**src/rtl/count_capture_pkg.sv**
```systemverilog
// Shared widths and the timestamp type for the count_capture stage.
package count_capture_pkg;

  localparam int CNT_W   = 16;
  localparam int EPOCH_W = 16;
  localparam int TS_W    = EPOCH_W + CNT_W;

  typedef logic [TS_W-1:0] ts_t;

endpackage

```
**src/rtl/ts_fifo.sv**
```systemverilog
// Show-ahead synchronous FIFO. Overfull pushes are refused unless a pop frees a slot
// in the same cycle; the output holds the last popped word while empty.
module ts_fifo #(
  parameter int DEPTH = 4,
  parameter int W     = 32,
  localparam int AW   = $clog2(DEPTH)
) (
  input  logic         clk,
  input  logic         reset,
  input  logic         push_i,
  input  logic [W-1:0] din_i,
  input  logic         pop_i,
  output logic [W-1:0] dout_o,
  output logic         full_o,
  output logic         empty_o,
  output logic [AW:0]  level_o
);

  logic [W-1:0]  mem_q [DEPTH];
  logic [AW-1:0] wr_ptr_q, rd_ptr_q;
  logic [AW:0]   level_q;
  logic [W-1:0]  last_q;
  logic          do_push, do_pop;

  assign full_o  = (level_q == (AW+1)'(DEPTH));
  assign empty_o = (level_q == '0);
  assign do_pop  = pop_i & ~empty_o;
  assign do_push = push_i & (~full_o | do_pop);

  assign dout_o  = empty_o ? last_q : mem_q[rd_ptr_q];
  assign level_o = level_q;

  always_ff @(posedge clk) begin
    if (do_push) mem_q[wr_ptr_q] <= din_i;
  end

  always_ff @(posedge clk or negedge reset) begin
    if (!reset) begin
      wr_ptr_q <= '0;
      rd_ptr_q <= '0;
      level_q  <= '0;
      last_q   <= '0;
    end else begin
      if (do_push) wr_ptr_q <= wr_ptr_q + AW'(1);
      if (do_pop) begin
        rd_ptr_q <= rd_ptr_q + AW'(1);
        last_q   <= mem_q[rd_ptr_q];
      end
      case ({do_push, do_pop})
        2'b10:   level_q <= level_q + (AW+1)'(1);
        2'b01:   level_q <= level_q - (AW+1)'(1);
        default: level_q <= level_q;
      endcase
    end
  end

endmodule

```
**src/rtl/count_capture.sv**
```systemverilog
// Timestamp capture: epoch-extended counter snapshotted on synchronized rising edges
// of cap_in into a show-ahead FIFO, with a sticky flag for dropped captures.
module count_capture #(
  parameter int CNT_W       = count_capture_pkg::CNT_W,
  parameter int EPOCH_W     = count_capture_pkg::EPOCH_W,
  parameter int DEPTH       = 4,
  parameter int SYNC_STAGES = 2,
  localparam int TS_W       = EPOCH_W + CNT_W,
  localparam int LW         = $clog2(DEPTH) + 1
) (
  input  logic              clk,
  input  logic              reset,
  input  logic [CNT_W-1:0]  count,
  input  logic              tc,
  input  logic              cap_in,
  input  logic              cap_ena,
  input  logic              clr_ovf,
  output logic [TS_W-1:0]   ts_data,
  output logic              ts_valid,
  input  logic              ts_ready,
  output logic [LW-1:0]     level,
  output logic              overflow
);

  localparam int WW = $clog2(SYNC_STAGES + 2);

  logic [SYNC_STAGES-1:0] sync_q;
  logic                   prev_q;
  logic [WW-1:0]          warm_q;
  logic                   tc_q;
  logic [EPOCH_W-1:0]     epoch_q;
  logic                   ovf_q;

  logic sync_last, armed, cap_evt, fifo_full, fifo_empty, drop;

  assign sync_last = sync_q[SYNC_STAGES-1];
  // Edges are masked until the edge register holds a real cap_in sample, so a level
  // already high at reset release is not mistaken for a rising edge.
  assign armed     = (warm_q == WW'(SYNC_STAGES + 1));
  assign cap_evt   = sync_last & ~prev_q & cap_ena & armed;
  assign drop      = cap_evt & fifo_full & ~ts_ready;

  always_ff @(posedge clk or negedge reset) begin
    if (!reset) begin
      sync_q  <= '0;
      prev_q  <= 1'b0;
      warm_q  <= '0;
      tc_q    <= 1'b0;
      epoch_q <= '0;
      ovf_q   <= 1'b0;
    end else begin
      sync_q <= {sync_q[SYNC_STAGES-2:0], cap_in};
      prev_q <= sync_last;
      if (!armed) warm_q <= warm_q + WW'(1);
      tc_q <= tc;
      if (tc & ~tc_q) epoch_q <= epoch_q + EPOCH_W'(1);
      if (drop)         ovf_q <= 1'b1;
      else if (clr_ovf) ovf_q <= 1'b0;
    end
  end

  ts_fifo #(
    .DEPTH (DEPTH),
    .W     (TS_W)
  ) u_fifo (
    .clk     (clk),
    .reset   (reset),
    .push_i  (cap_evt),
    .din_i   ({epoch_q, count}),
    .pop_i   (ts_ready),
    .dout_o  (ts_data),
    .full_o  (fifo_full),
    .empty_o (fifo_empty),
    .level_o (level)
  );

  assign ts_valid = ~fifo_empty;
  assign overflow = ovf_q;

endmodule
```
**config.mk**
```make
export PLATFORM = sky130hd
export DESIGN_NAME = count_capture
export DESIGN_NICKNAME = d
export VERILOG_FILES = /design/src/rtl/count_capture_pkg.sv /design/src/rtl/ts_fifo.sv /design/src/rtl/count_capture.sv
export SDC_FILE = /design/constraint.sdc
export NUM_CORES = 1
export LEC_CHECK = 0
export ABC_AREA = 1
export CAP_MARGIN = 5
export CORE_AREA = 2 2 209 159
export DETAILED_ROUTE_END_ITERATION = 12
export DIE_AREA = 0 0 211 161
export DONT_BUFFER_PORTS = 1
export SLEW_MARGIN = 30
export SYNTH_ARGS = -nofsm -noshare
export SYNTH_HDL_FRONTEND = slang
export SYNTH_SLANG_ARGS = --single-unit
```
**constraint.sdc**
```tcl
create_clock -name clk -period 9.1 [get_ports clk]
set_clock_uncertainty 0.2 [all_clocks]
set_input_delay 0.91 -clock clk [delete_from_list [all_inputs] [get_ports clk]]
set_output_delay 0.91 -clock clk [all_outputs]
set_load 0.02 [all_outputs]
```
==> flow_summary.ini, run 1 <==
[clock_tree]
numClockSinks = 190
cts-buffers-inserted = 17
cts_resized = 0
clockBufferDepth = 2
clkLatencyLatePin_ns = 0.44
cts_tree = yes
path_clk_slew_ns = 0.06
cts_root_buffer = clkbuf_16
cts_htree_levels = 4

[global_routing]
grt_max_degree = 68
grt_pass1_wl_um = 27700
grt_pass1_vias = 4853
antenna_found_initial = 0
grt_use_total = 0.108
grt_remaining_overflow = 0

[finish]
nFillCells = 3272
synthToLayoutAreaGrowth_pct = 14.2
drive_above_1_share = 0.0766
final_core_util = 0.281
antenna_cells = 0
fin_area_um2 = 9000
final_cells = 1157
nets = 761

[critical_path]
critPathLaunchType = register
worstPathArrival_ns = 2.37
worstPathRequired_ns = 7.99
endpoint_kind = output pin
critPathLaunch = u_fifo.rd_ptr_q[1]
worstSetupPathType = reg -> out
worst-path-max-fanout = 34
reg2reg_slack_ns = 6.75
worstReg2RegStart = warm_q[0]

[status]
status = finished clean

[synth]
synthMuxAreaShare = 0.00143
ys_seq_area_frac = 0.684
yosys.area_share.simple = 0.203
ys_ff_latch = 190
yosys.area.top_type_share = 0.487
synth_top_family_by_area = simple AND/OR/NAND/NOR gates
yosys_warnings = 0
synth_area_um2 = 7890
synth.distinct_cells = 29
netlist_instances = 737
postSynthAreaPerCell_um2 = 10.7
synth_compound_area_frac = 0.0465
synth_area_leaders = edfxtp_1 (49%), dfrtp_1 (20%), nand2_1 (13%)
synth_xor_area_frac = 0.0144
synth_fa_ha_area_frac = 0.0121
syn-num-nets = 767
synth_top_area_cell = edfxtp_1

[floorplanning]
row_count = 57
core_area_um2 = 32000
die_h_um = 161
die_x_um = 211
die_area_um2 = 34000
start_util = 0.246
ioPinCount = 60

[place]
gp_congestion = 0.717
preCtsSetupSlack_ns = 6.04
dp.final_hpwl_um = 10300
portBuffers = 0
dp_cells = 1124
place_area_um2 = 8390

[timing]
fin_crit_ns = 3.48
hold_ws_ns = 0.119
hold_violations = 0
rsz0062_at_grt = false
fin_ws_ns = 5.62
setup_viol = 0
slew_viol_final = 0
relSlewSlack = 0.492
finalCritPeriodShare = 0.383
fin_tns_setup_ns = 0
fmax_mhz = 287
worst-slew-pin-transition_ns = 0.763

[power]
power.leakage_nw = 3.47
power.density_nw_per_um2 = 317
vdd_drop_max_v = 0.000183
p_total_mw = 2.86

[route]
drcViolationCount = 0
drt-wirelength-per-cell_um = 14.9
vias = 4939
vias_per_cell = 4.27
antenna_left = 0
drt_first_pass_iters = 4
drtIter0Drc = 359
drt-total-wl_um = 17300

[flow_run]
maxCapViolations = 0

[min_path]
hold_path.class = in -> async
## cell usage after synthesis, drive strengths merged
cell type and number:
nand2 280, edfxtp 128, nand3 73, o21ai 70
dfrtp 62, inv 33, buf 25, nor2 23
clkbuf 10, xor2 7, ha 6, nand4 6
xnor2 6, a21oi 2, fa 1, mux2 1
nand3b 1, nor3 1, o22ai 1, or2 1
## layout by cell type, fill, tap and decap left out, types with 4 or more instances in the layout
cell type and instances:
dfrtp_1 61, ha_1 6, nand2_1 276, nand4_1 6
nand3_1 72, buf_4 6, edfxtp_1 128, clkbuf_16 17
xnor2_1 6, buf_16 4, xor2_1 7, clkbuf_8 6
o21ai_0 70, inv_1 31, nor2_4 5, nor2_1 16
## where the power goes
group	internal (mW)	switching, mW	leakage, nW	total (mW)
Combinational	0.219	0.719	1.26	0.938
Sequential	1.08	0.0990	1.91	1.18
Clock	0.423	0.319	0.294	0.743
## worst paths after layout
kind	end	cells after the start
setup reg to reg	u_fifo.mem_q[2][14]	6
min in group clk	sync_q[1]	0
hold reg to reg	sync_q[1]	0
max in group asynchronous	u_fifo.rd_ptr_q[0]	1
hold / removal	u_fifo.last_q[27]	1
setup / recovery	ts_data[1]	6
## final cells by class
class	count	area [um^2]	share of cell area
multi-input cells	479	2220	0.246
clock buffers	25	515	0.0573
flip-flops and latches	190	5400	0.599
inverters	33	129	0.0143
clock inverters	7	75.1	0.00834
repair buffers	10	155	0.0172
well taps	413	517	0.0574
## what timing repair did
item | CTS | global route
setup buffers | 0 | 0
endpoints found under the setup margin | 0 | 0
hold endpoints to repair | 62 | 0
hold buffers | 1 | 0
## logic make-up (layout without fill, tap and decap cells)
| family | Yosys count | in the layout |
|---|---|---|
| xor gates and xnor gates | 13 | 13 |
| muxes | 1 | 1 |
| and+or+nand+nor | 385 | 385 |
| buffers and inverters | 68 | 75 |
| DFF | 190 | 190 |
| AOI/OAI and AO/OA | 73 | 73 |
| adders and majority gates | 7 | 7 |
## flip-flops by register name, summed over array words and instances (netlist names)
register,flops
prev_q,1
epoch_q,16
tc_q,1
warm_q,2
overflow,1
u_fifo.wr_ptr_q,2
u_fifo.mem_q,128
u_fifo.last_q,32
u_fifo.rd_ptr_q,2
u_fifo.level_o,3
sync_q,2
## critical path, stage by stage (launching register included)
cell	delay, ns
dfrtp_1	0.32
buf_4	0.40
inv_1	0.08
buf_4	0.29
nand3_1	0.14
nand2_1	0.13
o21ai_0	0.55
## metal layers
| layer | share of wire | GRT usage |
|---|---|---|
| met5 | 0 | 0 |
| met4 | 0.0099 | 0.0317 |
| met3 | 0.048 | 0.0313 |
| met2 | 0.46 | 0.170 |
| met1 | 0.49 | 0.146 |
Power figures use the tool's default switching activity.
==> inputs of run 2 (changes only) <==
--- a/config.mk
+++ b/config.mk
@@ -5,11 +5,11 @@
 export SDC_FILE = /design/constraint.sdc
 export NUM_CORES = 1
 export LEC_CHECK = 0
-export ABC_AREA = 1
+export ABC_AREA = 0
 export CAP_MARGIN = 5
-export CORE_AREA = 2 2 209 159
+export CORE_AREA = 2 2 204 156
 export DETAILED_ROUTE_END_ITERATION = 12
-export DIE_AREA = 0 0 211 161
+export DIE_AREA = 0 0 206 158
 export DONT_BUFFER_PORTS = 1
 export SLEW_MARGIN = 30
 export SYNTH_ARGS = -nofsm -noshare
==> constraint.sdc (replaced) <==
create_clock -name clk -period 2.97 [get_ports clk]
set_clock_uncertainty 0.2 [all_clocks]
set_input_delay 0.297 -clock clk [delete_from_list [all_inputs] [get_ports clk]]
set_output_delay 0.297 -clock clk [all_outputs]
set_load 0.02 [all_outputs]
==> run 2 against run 1 <==
Non-clock buffer count grew 25. Critical endpoint is now ts_data[0]. Largest cell class unchanged. First-iteration DRC count unchanged. Synthesized cell count shrank 38%.
==> flow_summary.ini, run 2 <==
[place]
dp_cells = 854
dp.final_hpwl_um = 9290
gp_congestion = 0.672
place_area_um2 = 8130
portBuffers = 0

[route]
drcViolationCount = 0
antenna_left = 0
drt-total-wl_um = 15200
vias_per_cell = 4.13
drt-wirelength-per-cell_um = 16.7
vias = 3750
drtIter0Drc = 359
drt_first_pass_iters = 4

[finish]
drive_above_1_share = 0.225
synthToLayoutAreaGrowth_pct = 18.7
regMostFlops = u_fifo.mem_q
fin_area_um2 = 8980
final_cell_mix = edfxtp_1 (128), nand2_1 (104), dfrtp_1 (61)
layout_commonest_cell = edfxtp_1
final_cells = 908
nets = 519
largest_reg_flops = 128
antenna_cells = 0
top_regs = u_fifo.mem_q: 128 flops, u_fifo.last_q: 32 flops, epoch_q: 16 flops

[synth]
synth.distinct_cells = 35
netlist_instances = 454
synth_top_area_cell = edfxtp_1
synth_fa_ha_area_frac = 0.0126
yosys.area_share.simple = 0.0787
syn-num-nets = 484
postSynthAreaPerCell_um2 = 16.7
ys_ff_latch = 190
yosys_warnings = 0
synth_edf_count = 128
synth_top_family_by_area = multiplexers
synth_ff_type = edfxtp_1
synth_compound_area_frac = 0.00496
synth_xor_area_frac = 0.0243
synth.most_common_cell = edfxtp_1
yosys.area.top_type_share = 0.508
synthTopCellsByCount = edfxtp_1 (128), nand2_1 (104), dfrtp_1 (62)
ys_seq_area_frac = 0.713
synth_area_leaders = edfxtp_1 (51%), dfrtp_1 (21%), mux4_2 (8.9%)
synthArstFlopShare = 0.326
synth_area_um2 = 7570
synthMuxAreaShare = 0.147

[clock_tree]
cts_root_buffer = clkbuf_16
cts_setup_buffers = 0
path_clk_slew_ns = 0.07
cts-buffers-inserted = 17
cts_htree_levels = 4
ctsHoldBuffers = 22
clkLatencyLatePin_ns = 0.42
clockBufferDepth = 2
numClockSinks = 190
cts_resized = 0
cts_tree = yes

[power]
power.density_nw_per_um2 = 943
power.leakage_nw = 3.26
vdd_drop_max_v = 0.000256

[critical_path]
critPathLaunchType = register
r2r_cells = 5
r2r-end = u_fifo.mem_q[2][17]
reg2reg_slack_ns = 0.59
endpoint_kind = output pin
max_stage_delay_ns = 0.60
worstPathArrival_ns = 2.19
worstSetupPathType = reg -> out
worst-path-max-fanout = 11
critPathBufInv = 1
crit_path_top_delay_cell = dfrtp_2
worstReg2RegStart = warm_q[0]
worstPathCellList = buf_12, mux4_1, mux2_2
worstPathRequired_ns = 2.47
critPathTopFamily = multiplexers

[floorplanning]
die_h_um = 158
row_count = 56
core_area_um2 = 30700
ioPinCount = 60
die_x_um = 206
start_util = 0.247
die_area_um2 = 32500

[min_path]
holdPathEnd = u_fifo.last_q[28]
min-delay-start = ts_ready
holdPathStages = 4
hold_path.class = in -> reg

[timing]
fin_crit_ns = 2.69
worst-slew-pin-transition_ns = 0.731
fmax_mhz = 372
setup_viol = 0
slew_viol_final = 0
hold_ws_ns = 0.0716
relSlewSlack = 0.508
rsz0062_at_grt = false
hold_violations = 0
fin_tns_setup_ns = 0
finalCritPeriodShare = 0.904

[global_routing]
grt_use_total = 0.0984
antenna_found_initial = 0
grt_max_degree = 63
grt_remaining_overflow = 0
grt_pass1_wl_um = 23500
grt_pass1_vias = 3885

[status]
status = finished clean

[flow_run]
maxCapViolations = 0
## run 2: changes by cell type after synthesis, moves of 9 or more
cell / delta
clkbuf_1: -9
inv_1: -23
mux2_2: +32
mux4_2: +30
nand2_1: -172
nand3_1: -66
nor2_1: -14
o21ai_0: -69
xnor2_1: +9
## run 2: through the flow
| step | util | total power [mW] | setup WS (ns) |
|---|---|---|---|
| CTS | 0.293 | 8.63 | 0.231 |
| finish | 0.293 | 8.46 | 0.284 |
| global placement | 0.265 | 6.16 | 0.610 |
| floorplan | - | 5.61 | 0.425 |
| detailed placement | 0.265 | 6.22 | 0.557 |
| global route | 0.293 | 8.97 | 0.150 |
## run 2: final cells by class
class,instances,area [um^2]
fillers,3040,21700
clock buffers,19,443
multi-input cells,236,2020
clock inverters,13,163
repair buffers,35,410
inverters,9,33.8
well taps,406,508
flip-flops and latches,190,5400
## run 2: cell families (layout without fill, tap and decap cells)
family	count (synthesis)	after routing
compound gates	5	5
xor+xnor	21	21
fa+ha+maj	7	7
buf+inv	28	76
flops	190	190
mux	66	66
simple gates	137	137
## run 2: tightest hold or removal path, delay by kind of cell
family | cells | cell delay, ns
and+or+nand+nor | 3 | 0.17
buffers and inverters | 1 | 0.18
## run 2: power by group
group	total (mW)	leakage, nW	switching, mW	internal, mW
logic	2.51	1.05	1.46	1.05
registers	3.62	1.92	0.335	3.29
clock network	2.33	0.291	0.982	1.35
total	8.46	3.26	2.78	5.68
## run 2: worst max-delay path by stage
| stage | from | to | slack, ns | cells past startpoint |
|---|---|---|---|---|
| 2_1_floorplan | warm_q[0] | u_fifo.mem_q[0][0] | 0.43 | 4 |
| 3_3_place_gp | warm_q[0] | u_fifo.mem_q[2][24] | 0.61 | 5 |
| 3_5_place_dp | warm_q[0] | u_fifo.mem_q[2][16] | 0.56 | 5 |
| 4_1_cts | u_fifo.rd_ptr_q[0] | ts_data[0] | 0.23 | 3 |
| 5_1_grt | u_fifo.rd_ptr_q[0] | ts_data[0] | 0.15 | 3 |
| 6_report | u_fifo.rd_ptr_q[0] | ts_data[0] | 0.28 | 3 |
## run 2: metal layers
metal  wire length, um  part of all wire  GRT usage
met4                93            0.0061     0.0306
met5                 0                 0          0
met2              6990              0.46      0.150
met1              7260              0.48      0.135
met3               819             0.054     0.0286
